## src/rtl/alb_seq.sv

```systemverilog
// alb_seq: multi-word sequencer around the 10-bit alb ALU.
// Runs one WORDS*10-bit operation through a single alb, one slice per cycle,
// LSW first, chaining carry/borrow between slices.
// Optional feature macro: ALB_SEQ_ABORT_EN adds an 'abort' input that cancels
// an operation while it is running.

// 10-bit ALU slice: 00 ~R|S, 01 R+S+CI, 10 ~(R^S), 11 R-S-1+CI (CO = borrow).
module alb (
  input  logic [9:0] r,
  input  logic [9:0] s,
  input  logic [1:0] sel,
  input  logic       ci,
  output logic [9:0] f,
  output logic       co
);

  logic [10:0] sum;
  logic [10:0] diff;

  // Combinational slice result; the subtract path keeps one extra bit
  // whose value after the wrap is the borrow-out.
  always_comb begin
    sum  = {1'b0, r} + {1'b0, s} + {10'd0, ci};
    diff = {1'b0, r} - {1'b0, s} - 11'd1 + {10'd0, ci};
    f    = '0;
    co   = 1'b0;
    case (sel)
      2'b00: f = ~r | s;
      2'b01: {co, f} = sum;
      2'b10: f = ~(r ^ s);
      2'b11: begin
        f  = diff[9:0];
        co = diff[10];
      end
      default: f = '0;
    endcase
  end

endmodule

module alb_seq #(
  parameter int unsigned WORDS = 3
) (
  input  logic                  clk,
  input  logic                  rst,
  input  logic                  req_valid,
  output logic                  req_ready,
  input  logic [1:0]            req_op,
  input  logic [10*WORDS-1:0]   req_a,
  input  logic [10*WORDS-1:0]   req_b,
  input  logic                  req_ci,
  output logic                  rsp_valid,
  input  logic                  rsp_ready,
  output logic [10*WORDS-1:0]   rsp_f,
  output logic                  rsp_co,
  output logic                  rsp_vo,
  output logic                  rsp_no,
  output logic                  rsp_zo
`ifdef ALB_SEQ_ABORT_EN
  ,
  input  logic                  abort
`endif
);

  localparam int unsigned W = 10 * WORDS;

  typedef enum logic [1:0] {
    IDLE = 2'd0,
    RUN  = 2'd1,
    DONE = 2'd2
  } state_t;

  state_t       state;
  state_t       state_n;

  logic [1:0]   op_r;
  logic [W-1:0] a_r;
  logic [W-1:0] b_r;
  logic         cin_r;
  logic [2:0]   k;

  logic [9:0]   alb_r;
  logic [9:0]   alb_s;
  logic [9:0]   alb_f;
  logic         alb_co;
  logic [W-1:0] f_full;
  logic         last;
  logic         abort_i;
  int unsigned  base;

`ifdef ALB_SEQ_ABORT_EN
  assign abort_i = abort;
`else
  assign abort_i = 1'b0;
`endif

  alb u_alb (
    .r   (alb_r),
    .s   (alb_s),
    .sel (op_r),
    .ci  (cin_r),
    .f   (alb_f),
    .co  (alb_co)
  );

  // Select the current slice and merge its result into the wide word.
  always_comb begin
    base               = 32'(k) * 32'd10;
    alb_r              = a_r[base +: 10];
    alb_s              = b_r[base +: 10];
    f_full             = rsp_f;
    f_full[base +: 10] = alb_f;
    last               = (k == 3'(WORDS - 1));
  end

  // State register.
  always_ff @(posedge clk or posedge rst) begin
    if (rst) state <= IDLE;
    else     state <= state_n;
  end

  // Next-state logic.
  always_comb begin
    state_n = state;
    case (state)
      IDLE: if (req_valid && req_ready) state_n = RUN;
      RUN: begin
        if (abort_i)   state_n = IDLE;
        else if (last) state_n = DONE;
      end
      DONE: if (rsp_valid && rsp_ready) state_n = IDLE;
      default: state_n = IDLE;
    endcase
  end

  // Handshake outputs are registered: req_ready follows the state we are
  // entering, and rsp_valid rises one cycle after reaching DONE so the
  // response appears WORDS+1 edges after acceptance.
  always_ff @(posedge clk or posedge rst) begin
    if (rst) begin
      req_ready <= 1'b0;
      rsp_valid <= 1'b0;
    end else begin
      req_ready <= (state_n == IDLE);
      rsp_valid <= (state == DONE) && !(rsp_valid && rsp_ready);
    end
  end

  // Operand capture, slice stepping, carry chaining and final flags.
  always_ff @(posedge clk or posedge rst) begin
    if (rst) begin
      op_r   <= '0;
      a_r    <= '0;
      b_r    <= '0;
      cin_r  <= 1'b0;
      k      <= '0;
      rsp_f  <= '0;
      rsp_co <= 1'b0;
      rsp_vo <= 1'b0;
      rsp_no <= 1'b0;
      rsp_zo <= 1'b0;
    end else begin
      case (state)
        IDLE: begin
          if (req_valid && req_ready) begin
            op_r  <= req_op;
            a_r   <= req_a;
            b_r   <= req_b;
            cin_r <= req_ci;
            k     <= '0;
          end
        end
        RUN: begin
          if (!abort_i) begin
            rsp_f <= f_full;
            case (op_r)
              2'b01:   cin_r <= alb_co;
              2'b11:   cin_r <= ~alb_co;
              default: cin_r <= cin_r;
            endcase
            if (last) begin
              rsp_co <= op_r[0] ? alb_co : 1'b0;
              rsp_no <= f_full[W-1];
              rsp_zo <= (f_full == '0);
              case (op_r)
                2'b01:   rsp_vo <= (a_r[W-1] == b_r[W-1]) && (f_full[W-1] != a_r[W-1]);
                2'b11:   rsp_vo <= (a_r[W-1] != b_r[W-1]) && (f_full[W-1] != a_r[W-1]);
                default: rsp_vo <= 1'b0;
              endcase
            end else begin
              k <= k + 3'd1;
            end
          end
        end
        default: ;
      endcase
    end
  end

endmodule
```

## config.mk

```make
export PLATFORM = sky130hd
export DESIGN_NAME = alb_seq
export DESIGN_NICKNAME = d
export VERILOG_FILES = /design/src/rtl/alb_seq.sv
export SDC_FILE = /design/constraint.sdc
export NUM_CORES = 1
export LEC_CHECK = 0
export ABC_AREA = 1
export CAP_MARGIN = 0
export CORE_ASPECT_RATIO = 0.5
export CORE_MARGIN = 2
export CORE_UTILIZATION = 50
export DETAILED_ROUTE_END_ITERATION = 10
export DONT_BUFFER_PORTS = 1
export GPL_ROUTABILITY_DRIVEN = 0
export PLACE_DENSITY = 0.72
export REMOVE_ABC_BUFFERS = 1
export SLEW_MARGIN = 20
export SYNTH_ARGS = -nofsm -noshare
export SYNTH_HDL_FRONTEND = slang
export SYNTH_HIERARCHICAL = 1
export SYNTH_SLANG_ARGS = --single-unit
```

## constraint.sdc

```tcl
create_clock -name clk -period 8.1 [get_ports clk]
set_input_delay 1.215 -clock clk [delete_from_list [all_inputs] [get_ports clk]]
set_output_delay 1.215 -clock clk [all_outputs]
set_load 0.05 [all_outputs]
```

== Word-level counts from Yosys, hierarchy flattened ==
Index checks and enable logic that the tools add are counted.
Cells by class
  add/sub/neg operators: 7
  multiply operators: 1
  equal/unequal tests: 12
  shifts and indexed selects: 4
  multiplexer cells: 15
  bitwise operators: 5
  reduce and logical (&&, ||, !) cells: 15
Operators with widths (count)
  $shiftx A30 B8 Y10: 2
  $pmux W10 S4: 1
  $neg A7 Y34: 1
  $shift A10 B34 Y30 const A: 1
  $shiftx A10 B34 Y30: 1
  $bwmux W30: 1
  $logic_not A30 Y1: 1
  $add A11 B1 Y11: 2
  $not A10 Y10: 2
  $add A10 B10 Y11: 1
  $sub A10 B10 Y11: 1
  $sub A11 B1 Y11 const B: 1
  $or A10 B10 Y10: 1
  $xor A10 B10 Y10: 1
  $pmux W1 S2: 4
  $eq A2 B2 Y1 const B: 3
  $logic_not A2 Y1: 3
  $mul A3 B3 Y6 const B: 1
  $mux W2: 3
  $mux W3: 2
  $pmux W2 S3: 1
  $pmux W3 S2: 1
  $reduce_and A3 Y1: 2
  $logic_and A1 B1 Y1: 5
  other kinds (12): 17
Storage, ports and cells
  flip-flop bits (word level): 104
  bits of input ports: 67
  logic and storage cells: 72

== Longest topological paths before layout ==
  depth after elaboration: 11
  mapped depth: 34
  depth with buffers taken out: 31

== Modules after synthesis ==
Netlist, hierarchy kept.
By module, submodules not included
  alb_seq: times used 1, cells each 924, area an instance 6292.3 µm², seq. area each 2602.5 µm²
  alb: times used 1, cells each 225, area an instance 1332.5 µm², seq. area each 0.0 µm²

== Least setup slack after synthesis ==
OpenSTA, ideal clock, no wires.
  kind: reg2reg
  start point: register k[0]
  end point: register rsp_zo
  library setup time: 0.066 ns
  arrival: 4.147 ns
  data required time: 8.034 ns
  setup slack: 3.887 ns
  cell stages (with the launch flop): 31
  buffers on the path: 3
  period minus slack after synthesis: 4.213 ns
  path through: dfrtp_1 -> buf_4 -> clkbuf_1 -> nor2_1 -> clkbuf_1 -> nand3_1 -> o21ai_0 -> inv_1 -> fa_1 -> fa_1 -> inv_1 -> nand3_1 -> nand2_1 -> nand3_2 -> nand2_1 -> nand3_1 -> nand3_1 -> nand3_1 -> nand2_1 -> nand2_1 -> nand3_1 -> o21ai_0 -> o21ai_0 -> nand2_1 -> o21ai_1 -> nand2_1 -> nor2_1 -> nand3_1 -> nor2_1 -> nand2_1 -> nand2_1
Between the ends
  longest elaborated chain between the ends: 9
  elaborated cells between the ends (all ways): 20
  classes of those cells: 6 x add/sub; 1 x mul; 1 x eq/ne; 4 x shift; 2 x mux; 4 x bitwise; 2 x reduce/logical
RTL lines
  start, declared: RTL line 80  | logic [2:0] k;
  start signal, assigned: RTL line 191  | k <= k + 3'd1;
  $mul A3 B3 Y6 *: RTL line 108  | base = 32'(k) * 32'd10;
  $shiftx A30 B8 Y10 *: RTL line 109  | alb_r = a_r[base +: 10];
  via alb_r[0]: RTL line 82  | logic [9:0] alb_r;
  $sub A10 B10 Y11: RTL line 24  | diff = {1'b0, r} - {1'b0, s} - 11'd1 + {10'd0, ci};
  $sub A11 B1 Y11: RTL line 24
  $add A11 B1 Y11: RTL line 24
  $pmux W10 S4 *: RTL line 27  | case (sel)
  via alb_f[6]: RTL line 84  | logic [9:0] alb_f;
  $shiftx A10 B34 Y30 *: RTL line 112  | f_full[base +: 10] = alb_f;
  $bwmux W30 *: RTL line 112
  $logic_not A30 Y1 *: RTL line 184  | rsp_zo <= (f_full == '0);
  end signal, assigned: RTL line 184
  end, declared: RTL line 58  | output logic rsp_zo
The timed path passes the listed nets; every way through them passes the cells marked *.
A chain may end at the register's enable or synchronous reset.

== Worst setup path in the final report ==
  start point: register k[1]
  end point: register rsp_zo
Same word-level chain as after synthesis.

==> summary.md <==
| Metric | Value |
|---|---|
| Async SR Flop Fraction | 100% |
| Core Rows | 31 |
| N_diodes | 0 |
| I/O pin cnt | ~100 |
| Syn_area_per_cell | around 6.6 um^2 |
| Post-synthesis cell type count | 48 |
| Share of layout cells above drive strength 1 | roughly 8.0% |
| DP Cell Count | 1,301 |
| Number of synthesized register bits | between 100 and 150 |
| Top_reg_cell synth | dfrtp_1 |
| Crit path capture type | flip-flop |
| Worst Tran Pin Value | 0.961 ns |
| Initial antenna violation count | 0 |
| Grt ovf | 0 |
| Setup crit start kind | flip-flop |
| Antenna viol nets, final | 0 |
| WS Path Type | reg2reg |
| Status | finished, final reports clean |
| Clk root buf | clkbuf_16 |
| Post-cts sizing count | 0 |
| Worst Path Arrival | between 5 and 6 ns |
| WL final | 19.8 mm |
| Post-synth EDFFs | 0 |
| Final period utilization | about three fifths |
| Max Freq | 205 MHz |
| Largest net degree at the start of global routing | 75 |
| Sequential fraction of the synthesis area | between 30 and 40% |
| CP max FO | 9 |
| Max-slew headroom | a little over a third |
| Hold Crit Class | reg2reg |
| Max Clock Skew | approximately 0.0080 ns |
| Ys Warns | 6 |
| Final Hold Viols | 0 |
| CTS clk-pin slew, worst paths | 0.07 ns |
| Hold_buf cts | 0 |
| Synth-to-Final Area Change | 4.82% |
| Critical path data required time | around 8.4 ns |
| DRC errors left | 0 |
| Clk buf depth | 2 |
| DIE AREA | between 15,000 and 20,000 um^2 |
| Tmin final | a little under 5 ns |
| Cell area after layout | about 8000 um^2 |
| First-pass GRT wire length | 33.2 mm |
| Final setup fails | 0 |
| Max-Cap Viols | 0 |
| Core area | between 10,000 and 15,000 um^2 |
| Die height | 91.3 um |
| Vias | 7,270 |
| Mapped Cells | 1,149 |
| Aggregate global-route resource usage | between 20% and 30% |
| Sinks on Clock Net | approximately 100 |
| Clock latency on the worst-skew pair | roughly 0.36 ns |
| First-pass DRT Iterations | 6 |
| Initial Util | ~52% |
| Mapped Area | about 7600 um^2 |
| CTS tree | built |
| Number of global-route vias before repair | 6,669 |
| Setup Buffers After CTS | 0 |
| RSZ-0062 raised after global routing | false |
| Initial DRC count | ~800 |
| Nets | ~1,200 |
| TritonCTS buffer count | 9 |
| Vias per inst | between 5 and 6 |
| Max Slew Vio Count | 0 |
| DP Area | 7670 um^2 |
| Average wire per standard cell | between 15 and 20 um |
| Setup TNS Final | 0 ns |
| Post-layout util | a little over half |
| Dpl hpwl | about 15 mm |
| Die W | about 180 um |
| I/O Buffers | 0 |
| Non-Filler Instances | 1,316 |
| H-tree levels | 3 |
==> layer usage <==
metal | vias up | routed length (um) | global-route usage [%]
li1 | 3607 | - | -
met1 | 3409 | 9390 | 37.3
met2 | 233 | 8620 | 37.4
met3 | 21 | 1570 | 5.70
met4 | 0 | 222 | 5.56
met5 | - | 0 | 0
==> final timing paths <==
check / start / end / slack [ns] / cells after the start
setup / recovery: k[1] / rsp_zo / 3.22 / 27
hold / removal: a_r[3] / a_r[3] / 0.48 / 2
setup reg to reg: k[1] / rsp_zo / 3.22 / 27
hold reg to reg: a_r[3] / a_r[3] / 0.48 / 2
max in group asynchronous: rst / rsp_f[10] / 6.09 / 2
min in group asynchronous: rst / k[1] / 0.71 / 1
==> sequential cells by signal, summed over array words and instances (netlist names) <==
signal / cells
rsp_co: 1
b_r: 30
rsp_f: 30
op_r: 2
cin_r: 1
rsp_zo: 1
k: 3
a_r: 30
rsp_no: 1
req_ready: 1
rsp_valid: 1
rsp_vo: 1
state: 2
==> cell type report <==
| type | instances | area (um^2) |
|---|---|---|
| fillers | 1485 | 6710 |
| multi-input cells | 885 | 4360 |
| flip-flops and latches | 104 | 2600 |
| inverters | 107 | 409 |
| well taps | 198 | 248 |
| clock buffers | 10 | 239 |
| clock inverters | 5 | 81.3 |
| repair buffers | 7 | 52.6 |
==> metrics by stage <==
stage | hold slack (ns) | worst slack (ns)
5_1_grt | 0.501 | 2.68
3_5_place_dp | 0.460 | 3.26
6_report | 0.477 | 3.22
2_1_floorplan | 0.444 | 3.65
3_3_place_gp | 0.459 | 3.35
4_1_cts | 0.478 | 3.23
==> worst max-delay path: stages, from the launching register on <==
cell and delay [ns]:
dfrtp_1 0.45, nor2_1 0.59, o21ai_0 0.17, o21ai_0 0.28, inv_1 0.15, fa_1 0.54
fa_1 0.41, inv_1 0.08, nand3_1 0.07, nand2_1 0.13, nand3_2 0.09, nand2_1 0.11
nand3_1 0.07, nand3_1 0.12, nand3_1 0.16, nand2_1 0.11, nand2_1 0.09, nand3_1 0.09
o21ai_0 0.16, o21ai_0 0.26, nand2_1 0.08, o21ai_1 0.11, nand2_1 0.07, nor2_1 0.09
nand3_1 0.14, nor2_1 0.11, nand2_1 0.06, nand2_1 0.05
==> Yosys cell counts, types with 4 or more instances <==
cell | n | area (um^2)
nand2_2 | 15 | 93.8
nor2_2 | 6 | 37.5
nor3_1 | 6 | 30.0
clkbuf_1 | 27 | 101
buf_1 | 5 | 18.8
buf_4 | 4 | 30.0
buf_2 | 13 | 65.1
buf_6 | 4 | 45.0
nand4_1 | 6 | 37.5
a31oi_1 | 6 | 37.5
o21bai_1 | 7 | 52.6
nand3_2 | 6 | 60.1
inv_2 | 13 | 48.8
o21ai_1 | 15 | 75.1
nand2_1 | 423 | 1590
nand3b_1 | 4 | 30.0
nor2_1 | 81 | 304
dfrtp_1 | 104 | 2600
fa_1 | 4 | 80.1
o21ai_0 | 110 | 551
a21oi_1 | 18 | 90.1
ha_1 | 27 | 338
inv_1 | 92 | 345
nand3_1 | 103 | 515
o22ai_1 | 4 | 25.0
nor2_4 | 4 | 45.0
o211ai_1 | 6 | 45.0
==> cell families (layout without fill, tap and decap cells) <==
| group | after synthesis | after routing | synth area share, % |
|---|---|---|---|
| and+or+nand+nor | 667 | 667 | 37.6 |
| AOI/OAI and AO/OA | 184 | 184 | 13.7 |
| buffers and inverters | 160 | 129 | 8.75 |
| DFF | 104 | 104 | 34.1 |
| adders and majority gates | 31 | 31 | 5.48 |
| xor gates and xnor gates | 3 | 3 | 0.345 |
==> cell usage in the layout (no fill, tap or decap), drive strengths merged <==
master / count
a21boi: 2
a21oi: 22
a221oi: 1
a31oi: 6
and2: 1
buf: 7
bufinv: 2
clkbuf: 10
clkinv: 2
clkinvlp: 1
dfrtp: 104
fa: 4
ha: 27
inv: 107
nand2: 440
nand3: 109
nand3b: 4
nand4: 7
nor2: 93
nor3: 6
o211ai: 6
o21a: 2
o21ai: 128
o21bai: 8
o221ai: 2
o22ai: 5
o2bb2ai: 1
o31ai: 1
or2: 7
xor2: 3
Power is not shown: default switching activity piles up to over one toggle a cycle in this logic, so the estimate is an artifact.
